### src/rtl/core_pkg.sv
// Shared types for the memory-port arbiter: FSM states, transaction owner, core width.
package core_pkg;

  localparam int XLEN = 64;

  typedef enum logic [1:0] {
    IDLE,
    REQ,
    WAIT_RSP
  } arb_state_t;

  typedef enum logic [1:0] {
    NONE,
    IFU,
    LSU
  } owner_t;

endpackage

### src/rtl/mem_arb_pick.sv
// Combinational winner select between IFU and LSU.
// LSU has priority unless the IFU has been passed over MAX_WAIT times in a row.
module mem_arb_pick
  import core_pkg::*;
#(
  parameter int MAX_WAIT = 4,
  parameter int CNT_W    = 3
) (
  input  logic             ifu_valid,
  input  logic             lsu_valid,
  input  logic [CNT_W-1:0] starve_cnt,
  output owner_t           winner
);

  logic ifu_starved;

  always_comb begin
    ifu_starved = ifu_valid && (starve_cnt == CNT_W'(MAX_WAIT));
    winner      = NONE;
    if (lsu_valid && !ifu_starved) begin
      winner = LSU;
    end else if (ifu_valid) begin
      winner = IFU;
    end
  end

endmodule

### src/rtl/mem_port_arbiter.sv
// Shares one memory bridge port between instruction fetch and load/store, one transaction
// in flight; the response pulse is routed back to whichever side owns the transaction.
module mem_port_arbiter
  import core_pkg::*;
#(
  parameter int ADDR_W   = XLEN,
  parameter int DATA_W   = XLEN,
  parameter int MAX_WAIT = 4
) (
  input  logic                clk,
  input  logic                rst,
  input  logic                ifu_req_valid,
  output logic                ifu_req_ready,
  input  logic [ADDR_W-1:0]   ifu_addr,
  output logic                ifu_rsp_valid,
  output logic [DATA_W-1:0]   ifu_rdata,
  input  logic                lsu_req_valid,
  output logic                lsu_req_ready,
  input  logic [ADDR_W-1:0]   lsu_addr,
  input  logic                lsu_wen,
  input  logic [DATA_W-1:0]   lsu_wdata,
  input  logic [DATA_W/8-1:0] lsu_wmask,
  output logic                lsu_rsp_valid,
  output logic [DATA_W-1:0]   lsu_rdata,
  output logic                mem_req_valid,
  input  logic                mem_req_ready,
  output logic [ADDR_W-1:0]   mem_addr,
  output logic                mem_wen,
  output logic [DATA_W-1:0]   mem_wdata,
  output logic [DATA_W/8-1:0] mem_wmask,
  input  logic                mem_rsp_valid,
  input  logic [DATA_W-1:0]   mem_rdata
);

  localparam int MASK_W = DATA_W / 8;
  localparam int CNT_W  = $clog2(MAX_WAIT + 1);

  arb_state_t        state_q, state_d;
  owner_t            owner_q, owner_d;
  logic [CNT_W-1:0]  starve_q, starve_d;
  logic [ADDR_W-1:0] addr_q, addr_d;
  logic              wen_q, wen_d;
  logic [DATA_W-1:0] wdata_q, wdata_d;
  logic [MASK_W-1:0] wmask_q, wmask_d;
  owner_t            winner;
  logic              rsp_fire;

  mem_arb_pick #(
    .MAX_WAIT (MAX_WAIT),
    .CNT_W    (CNT_W)
  ) u_pick (
    .ifu_valid  (ifu_req_valid),
    .lsu_valid  (lsu_req_valid),
    .starve_cnt (starve_q),
    .winner     (winner)
  );

  always_comb begin
    state_d       = state_q;
    owner_d       = owner_q;
    starve_d      = starve_q;
    addr_d        = addr_q;
    wen_d         = wen_q;
    wdata_d       = wdata_q;
    wmask_d       = wmask_q;
    ifu_req_ready = 1'b0;
    lsu_req_ready = 1'b0;
    mem_req_valid = 1'b0;
    rsp_fire      = 1'b0;

    case (state_q)
      IDLE: begin
        ifu_req_ready = (winner == IFU);
        lsu_req_ready = (winner == LSU);
        if (winner == LSU) begin
          owner_d = LSU;
          addr_d  = lsu_addr;
          wen_d   = lsu_wen;
          // Loads carry no store payload to the bridge.
          wdata_d = lsu_wen ? lsu_wdata : '0;
          wmask_d = lsu_wen ? lsu_wmask : '0;
          if (ifu_req_valid && (starve_q != CNT_W'(MAX_WAIT))) begin
            starve_d = starve_q + CNT_W'(1);
          end
          state_d = REQ;
        end else if (winner == IFU) begin
          owner_d  = IFU;
          addr_d   = ifu_addr;
          wen_d    = 1'b0;
          wdata_d  = '0;
          wmask_d  = '0;
          starve_d = '0;
          state_d  = REQ;
        end
      end
      REQ: begin
        mem_req_valid = 1'b1;
        if (mem_req_ready) begin
          state_d = WAIT_RSP;
        end
      end
      WAIT_RSP: begin
        if (mem_rsp_valid) begin
          rsp_fire = 1'b1;
          owner_d  = NONE;
          state_d  = IDLE;
        end
      end
      default: begin
        state_d = IDLE;
        owner_d = NONE;
      end
    endcase
  end

  always_comb begin
    ifu_rsp_valid = rsp_fire && (owner_q == IFU);
    lsu_rsp_valid = rsp_fire && (owner_q == LSU);
    ifu_rdata     = ifu_rsp_valid ? mem_rdata : '0;
    lsu_rdata     = (lsu_rsp_valid && !wen_q) ? mem_rdata : '0;
    mem_addr      = addr_q;
    mem_wen       = wen_q;
    mem_wdata     = wdata_q;
    mem_wmask     = wmask_q;
  end

  always_ff @(posedge clk) begin
    if (!rst) begin
      state_q  <= IDLE;
      owner_q  <= NONE;
      starve_q <= '0;
      addr_q   <= '0;
      wen_q    <= 1'b0;
      wdata_q  <= '0;
      wmask_q  <= '0;
    end else begin
      state_q  <= state_d;
      owner_q  <= owner_d;
      starve_q <= starve_d;
      addr_q   <= addr_d;
      wen_q    <= wen_d;
      wdata_q  <= wdata_d;
      wmask_q  <= wmask_d;
    end
  end

endmodule

### config.mk
export PLATFORM = sky130hd
export DESIGN_NAME = mem_port_arbiter
export DESIGN_NICKNAME = d
export VERILOG_FILES = /design/src/rtl/core_pkg.sv /design/src/rtl/mem_arb_pick.sv /design/src/rtl/mem_port_arbiter.sv
export SDC_FILE = /design/constraint.sdc
export NUM_CORES = 1
export LEC_CHECK = 0
export ABC_AREA = 1
export CAP_MARGIN = 20
export CORE_AREA = 2 2 209 211
export CTS_CLUSTER_DIAMETER = 30
export DETAILED_ROUTE_END_ITERATION = 7
export DIE_AREA = 0 0 211 213
export GPL_TIMING_DRIVEN = 0
export SYNTH_ARGS = -nofsm -noshare
export SYNTH_HDL_FRONTEND = slang
export SYNTH_HIERARCHICAL = 1
export SYNTH_SLANG_ARGS = --single-unit
export TNS_END_PERCENT = 1
### constraint.sdc
create_clock -name clk -period 3.1 [get_ports clk]
set_input_delay 0.93 -clock clk [delete_from_list [all_inputs] [get_ports clk]]
set_output_delay 0.93 -clock clk [all_outputs]
set_load 0.02 [all_outputs]
==> reports/metrics.csv, run 1 <==
metric,value,unit
hpwl,30.6,mm
yosysWarnings,6,
cts_tree,built,
startpoint_type,input pin,
wl_per_cell,17.8,um
place_congestion,0.910,
htreeDepth,4,
cap_violations,0,
hp-class,register to register,
grt_pass1_vias,8399,
finalCritPeriodShare,97.1,%
overflow,0,
antenna_found_initial,16,
dieArea,44900,um2
grt_pass1_wl,52.3,mm
slew_violations,0,
finalHoldViolations,0,
placed_area,12700,um2
layout_common_cells,"clkdlybuf4s50_1 (405), nand2_1 (292), dfxtp_1 (144)",
via_per_inst,4.09,
yosysUniqueCellTypes,23,
synth_flop_cell,dfxtp_1,
power.leakage,5.99,nW
dieWidth,211,um
root_buffer,clkbuf_16,
clk_latency,0.45,ns
irDropWorstVdd,0.384,mV
relSlewSlack,53.1,%
final_nets,1799,
avgSynthCellArea,6.97,um2
route.detailed.drc,0,
ys_ff_latch,144,
die_y,213,um
critPathKind,input pin to output port,
crit_path_max_fanout,7,
grt_util_all_layers,15.9,%
cpMostUsedCell,buf_6,
status,"complete, no violations",
num-fill-cells,4566,
cp_top_family,buffers and inverters,
start_util,15.6,%
wl,37.2,mm
finalSetupViolCount,0,
max_freq,332,MHz
via_count,8556,
postSynthCellCount,955,
rsz0062_at_grt,no,
drt_iter0_drc,424,
fin_skew,0.0116,ns
synth_edf_count,0,
slowest_delay,0.20,ns
ys_seq_area_share,43.3,%
grt_max_degree,17,
syn-num-nets,1230,
cp_cell_sequence,buf_2 -> nand3_4 -> nor3_4 -> buf_6 -> buf_12 -> nand2_8 -> buf_8 -> nor2_4 -> buf_6,
min_period,3.01,ns
pin_count,541,
synthToLayoutAreaGrowth,103,%
synthArstFlopShare,0,%
power.total,0.00594,W
path_buf_inv,5,
drt_pass1_iterations,5,
path_clk_slew,0.07,ns
final_area,13500,um2
drive_above_1_share,16.0,%
core_area,42700,um2
powerDensity,440,nW/um2
clk_path_buf_depth,2,
slowest_stage,buf_8,
cp-end-kind,output port,
row_count,76,
cts-buffers-inserted,17,
ant_nets,0,
setup_tns,0,ns
cp_data_arrival_time,2.08,ns
critPathRequiredTime,2.17,ns
port_buffers,539,
tightest_slew,0.703,ns
final_common_cell,clkdlybuf4s50_1,
numClockSinks,144,
syn_area,6650,um2
power by group:
group          internal, W  switching [W]  leakage, nW
combinational     0.000875       0.000938         4.55
clock              0.00107       0.000918        0.269
sequential         0.00204       0.000109         1.18
layer usage:
| layer | part of all wire, % | GRT usage (%) |
|---|---|---|
| met3 | 6.4 | 4.32 |
| met5 | 0.048 | 0 |
| met4 | 4.2 | 8.74 |
| met2 | 52 | 29.0 |
| met1 | 38 | 16.6 |
worst reg2reg max path, delay by kind of cell, from the launching register on:
kind	cells	cell delay, ns
compound gates	2	0.29
buf+inv	3	0.65
fa+ha+maj	1	0.30
flops	1	0.34
simple gates	4	0.52
area by class of cell:
cell class	count	area, um2	share of cell area (%)
diodes	7	17.5	0.130
clock inverters	14	120	0.889
well taps	546	683	5.05
repair buffers	550	5360	39.6
flip-flops and latches	144	2880	21.3
clock buffers	18	439	3.25
multi-input cells	659	3300	24.4
plain buffers	70	408	3.02
inverters	82	314	2.32
sequential cells by signal, indices dropped and copies added (netlist names):
signal / count
mem_addr: 64
mem_wdata: 64
mem_wmask: 8
starve_q: 3
owner_q: 2
state_q: 2
mem_wen: 1
cell usage after synthesis (2+ instances only):
library cell | count | share of area [%]
nor2_4 | 2 | 0.34
clkbuf_1 | 30 | 1.7
o21ai_0 | 2 | 0.15
buf_2 | 40 | 3.0
ha_1 | 4 | 0.75
dfxtp_1 | 144 | 43
inv_2 | 4 | 0.23
nor2_1 | 137 | 7.7
nand3_1 | 70 | 5.3
o211a_1 | 64 | 9.6
inv_1 | 78 | 4.4
nand2_1 | 293 | 17
a21oi_1 | 77 | 5.8
cells by family after synthesis:
kind of cell	after synthesis	share of synthesized area [%]
adders and majority gates	4	0.752
buffers and inverters	153	9.44
AOI/OAI and AO/OA	146	15.9
DFF	144	43.3
xor gates and xnor gates	1	0.132
and+or+nand+nor	507	30.4
per-stage QoR:
step / hold WS (ns) / util [%] / instances / setup WS, ns
5_1_grt: 0.484 / 31.7 / 2089 / 0.000212
3_5_place_dp: 0.456 / 29.8 / 2040 / -1.34
6_report: 0.464 / 31.7 / 2090 / 0.0893
2_1_floorplan: 0.441 / - / 955 / 0.0751
4_1_cts: 0.467 / 31.7 / 2084 / 0.000596
3_3_place_gp: 0.452 / 29.8 / 2040 / -1.32
what timing repair did:
action,4_1_cts,5_1_grt
setup endpoints to repair,132,20
pin swaps,8,4
hold buffers,0,0
gates cloned,5,0
resized for setup,571,4
buffers inserted,7,0
worst paths after layout:
path	slack [ns]	end	cells past startpoint	start
max reg2reg	0.89	mem_addr[36]$_SDFFE_PN0P_	10	starve_q[1]$_SDFFE_PN0P_
min	0.46	mem_wdata[31]$_SDFFE_PN0P_	2	mem_wdata[31]$_SDFFE_PN0P_
max	0.09	lsu_rdata[40]	9	mem_rsp_valid
min reg2reg	0.46	mem_wdata[31]$_SDFFE_PN0P_	2	mem_wdata[31]$_SDFFE_PN0P_
(Power assumes the default switching activity.)
==> run 2: changes to the inputs <==
CTS_BUF_LIST = sky130_fd_sc_hd__clkbuf_4   (was not set)
GPL_ROUTABILITY_DRIVEN = 1   (was not set)
==> run 2 against run 1 <==
  * Final cell count increased by 0.29%
  * Setup slack got worse by 0.044 ns
  * Die area unchanged
  * Hold slack improved by 0.010 ns
  * Sequential power about the same
  * Critical path depth unchanged
  * Largest power group unchanged
==> reports/metrics.csv, run 2 (synthesized netlist as in run 1, its figures left out) <==
metric,value,unit
fin_skew,0.0257,ns
clk_path_buf_depth,2,
hp-class,register to register,
grt_pass1_wl,52.5,mm
final_nets,1802,
wl,37.5,mm
relSlewSlack,52.6,%
cp-end-kind,output port,
grt_util_all_layers,16.0,%
drt_iter0_drc,402,
hold_path.startpoint,mem_wdata[54]$_SDFFE_PN0P_,
final_common_cell,clkdlybuf4s50_1,
htreeDepth,4,
dieWidth,211,um
min_period,3.06,ns
cts-buffers-inserted,17,
dp_cells,2040,
wl_per_cell,17.9,um
postCtsHoldBufs,0,
r2r_start,starve_q[1]$_SDFFE_PN0P_,
cp_data_arrival_time,2.13,ns
placed_area,12700,um2
powerDensity,393,nW/um2
row_count,76,
cp_cell_sequence,clkdlybuf4s15_2 -> nand2_1 -> inv_1 -> a21boi_2 -> ha_2 -> clkinvlp_4 -> buf_8 -> nor2_4 -> buf_6,
clk_latency,0.63,ns
slew_violations,0,
critPathKind,input pin to output port,
slowest_delay,0.23,ns
crit_path_max_fanout,3,
worstHoldPathCells,2,
drt_pass1_iterations,5,
dieArea,44900,um2
status,"complete, no violations",
finalCritPeriodShare,98.5,%
whs_endpoint,mem_wdata[54]$_SDFFE_PN0P_,
port_buffers,539,
die_y,213,um
p_sw_share,36.5,%
p_int,0.00325,W
layout_common_cells,"clkdlybuf4s50_1 (405), nand2_1 (292), dfxtp_1 (140)",
hpwl,30.6,mm
root_buffer,clkbuf_4,
route.detailed.drc,0,
via_count,8548,
critPathLaunch,ifu_req_valid,
grt_max_degree,17,
tightest_slew,0.711,ns
path_clk_slew,0.15,ns
start_util,15.6,%
via_per_inst,4.08,
place_congestion,0.910,
cp_top_family,buffers and inverters,
r2r_end,mem_addr[41]$_SDFFE_PN0P_,
synthToLayoutAreaGrowth,95.7,%
final_area,13000,um2
power.leakage,5.96,nW
path_buf_inv,5,
r2r_slack,0.89,ns
cts_tree,built,
max_freq,327,MHz
clkPwrFrac,22.5,%
critPathRequiredTime,2.17,ns
slowest_stage,ha_2,
ant_nets,0,
numClockSinks,144,
overflow,0,
rsz0062_at_grt,yes,
cap_violations,0,
pin_count,541,
startpoint_type,input pin,
irDropWorstVdd,0.263,mV
grt_pass1_vias,8406,
seq_power_share,41.9,%
p_comb_share,35.6,%
core_area,42700,um2
finalSetupViolCount,0,
finalHoldViolations,0,
antenna_found_initial,20,
p_sw,0.00187,W
drive_above_1_share,17.6,%
fin_cells,2096,
reg2reg_depth,10,
[run 2: worst reg2reg max path, stage by stage (launching register included)]
cell	delay [ns]
dfxtp_1	0.37
nor2_2	0.15
nand2_1	0.08
a21oi_2	0.15
inv_1	0.06
ha_2	0.30
nor2_4	0.16
buf_2	0.29
buf_2	0.29
nand3_1	0.14
o211a_1	0.13
[run 2: what timing repair did]
action                                 in CTS  in global routing
endpoints found under the hold margin       0                  0
pin swaps                                   8                  4
gates cloned                                5                  0
buffers inserted                            9                  0
setup endpoints to repair                 132                109
gates resized for setup                   607                 52
[run 2: how the worst max path moves through the flow]
stage / end / slack [ns] / depth (start not counted)
5_1_grt: lsu_req_ready / -0.07 / 9
6_report: lsu_req_ready / 0.04 / 9
4_1_cts: lsu_rdata[40] / -0.07 / 9
3_5_place_dp: lsu_rdata[20] / -1.34 / 7
2_1_floorplan: lsu_rdata[10] / 0.08 / 5
3_3_place_gp: ifu_rdata[7] / -1.32 / 7
[run 2: per-stage QoR]
stage | utilization [%] | worst slack [ns] | hold slack (ns) | TNS, ns | power [W]
after detailed placement | 29.8 | -1.34 | 0.456 | -146.76 | 0.00398
after global routing | 30.5 | -0.0710 | 0.494 | -0.391 | 0.00544
final | 30.5 | 0.0450 | 0.474 | 0 | 0.00512
after CTS | 31.1 | -0.0748 | 0.476 | -0.615 | 0.00524
after floorplan | - | 0.0751 | 0.441 | 0 | 0.00298
after global placement | 29.8 | -1.32 | 0.452 | -144.20 | 0.00397
[run 2: layout make-up]
cell class                 count  area [um2]
sequential                   144        2890
tap                          546         683
multi-input combinational    659        3340
antenna                       10        25.0
clock buffer                  17         128
buffer                        71         427
fill                        4649       29700
timing repair buffer         552        5090
inverter                      82         318
clock inverter                15         124
[run 2: power groups by stage]
stage,Clock [W],Combinational [W],Sequential [W]
2_1_floorplan,0,0.000598,0.00238
3_3_place_gp,0,0.00179,0.00217
3_5_place_dp,0,0.00180,0.00218
4_1_cts,0.00125,0.00185,0.00214
5_1_grt,0.00131,0.00196,0.00217
6_report,0.00115,0.00182,0.00214
[run 2: routing by layer]
layer / vias to the layer above / wire length (um) / GRT usage, %
li1: 4192 / - / -
met1: 3917 / 14300 / 16.7
met2: 376 / 19600 / 29.3
met3: 57 / 2370 / 4.19
met4: 6 / 1240 / 8.28
met5: - / 35 / 0
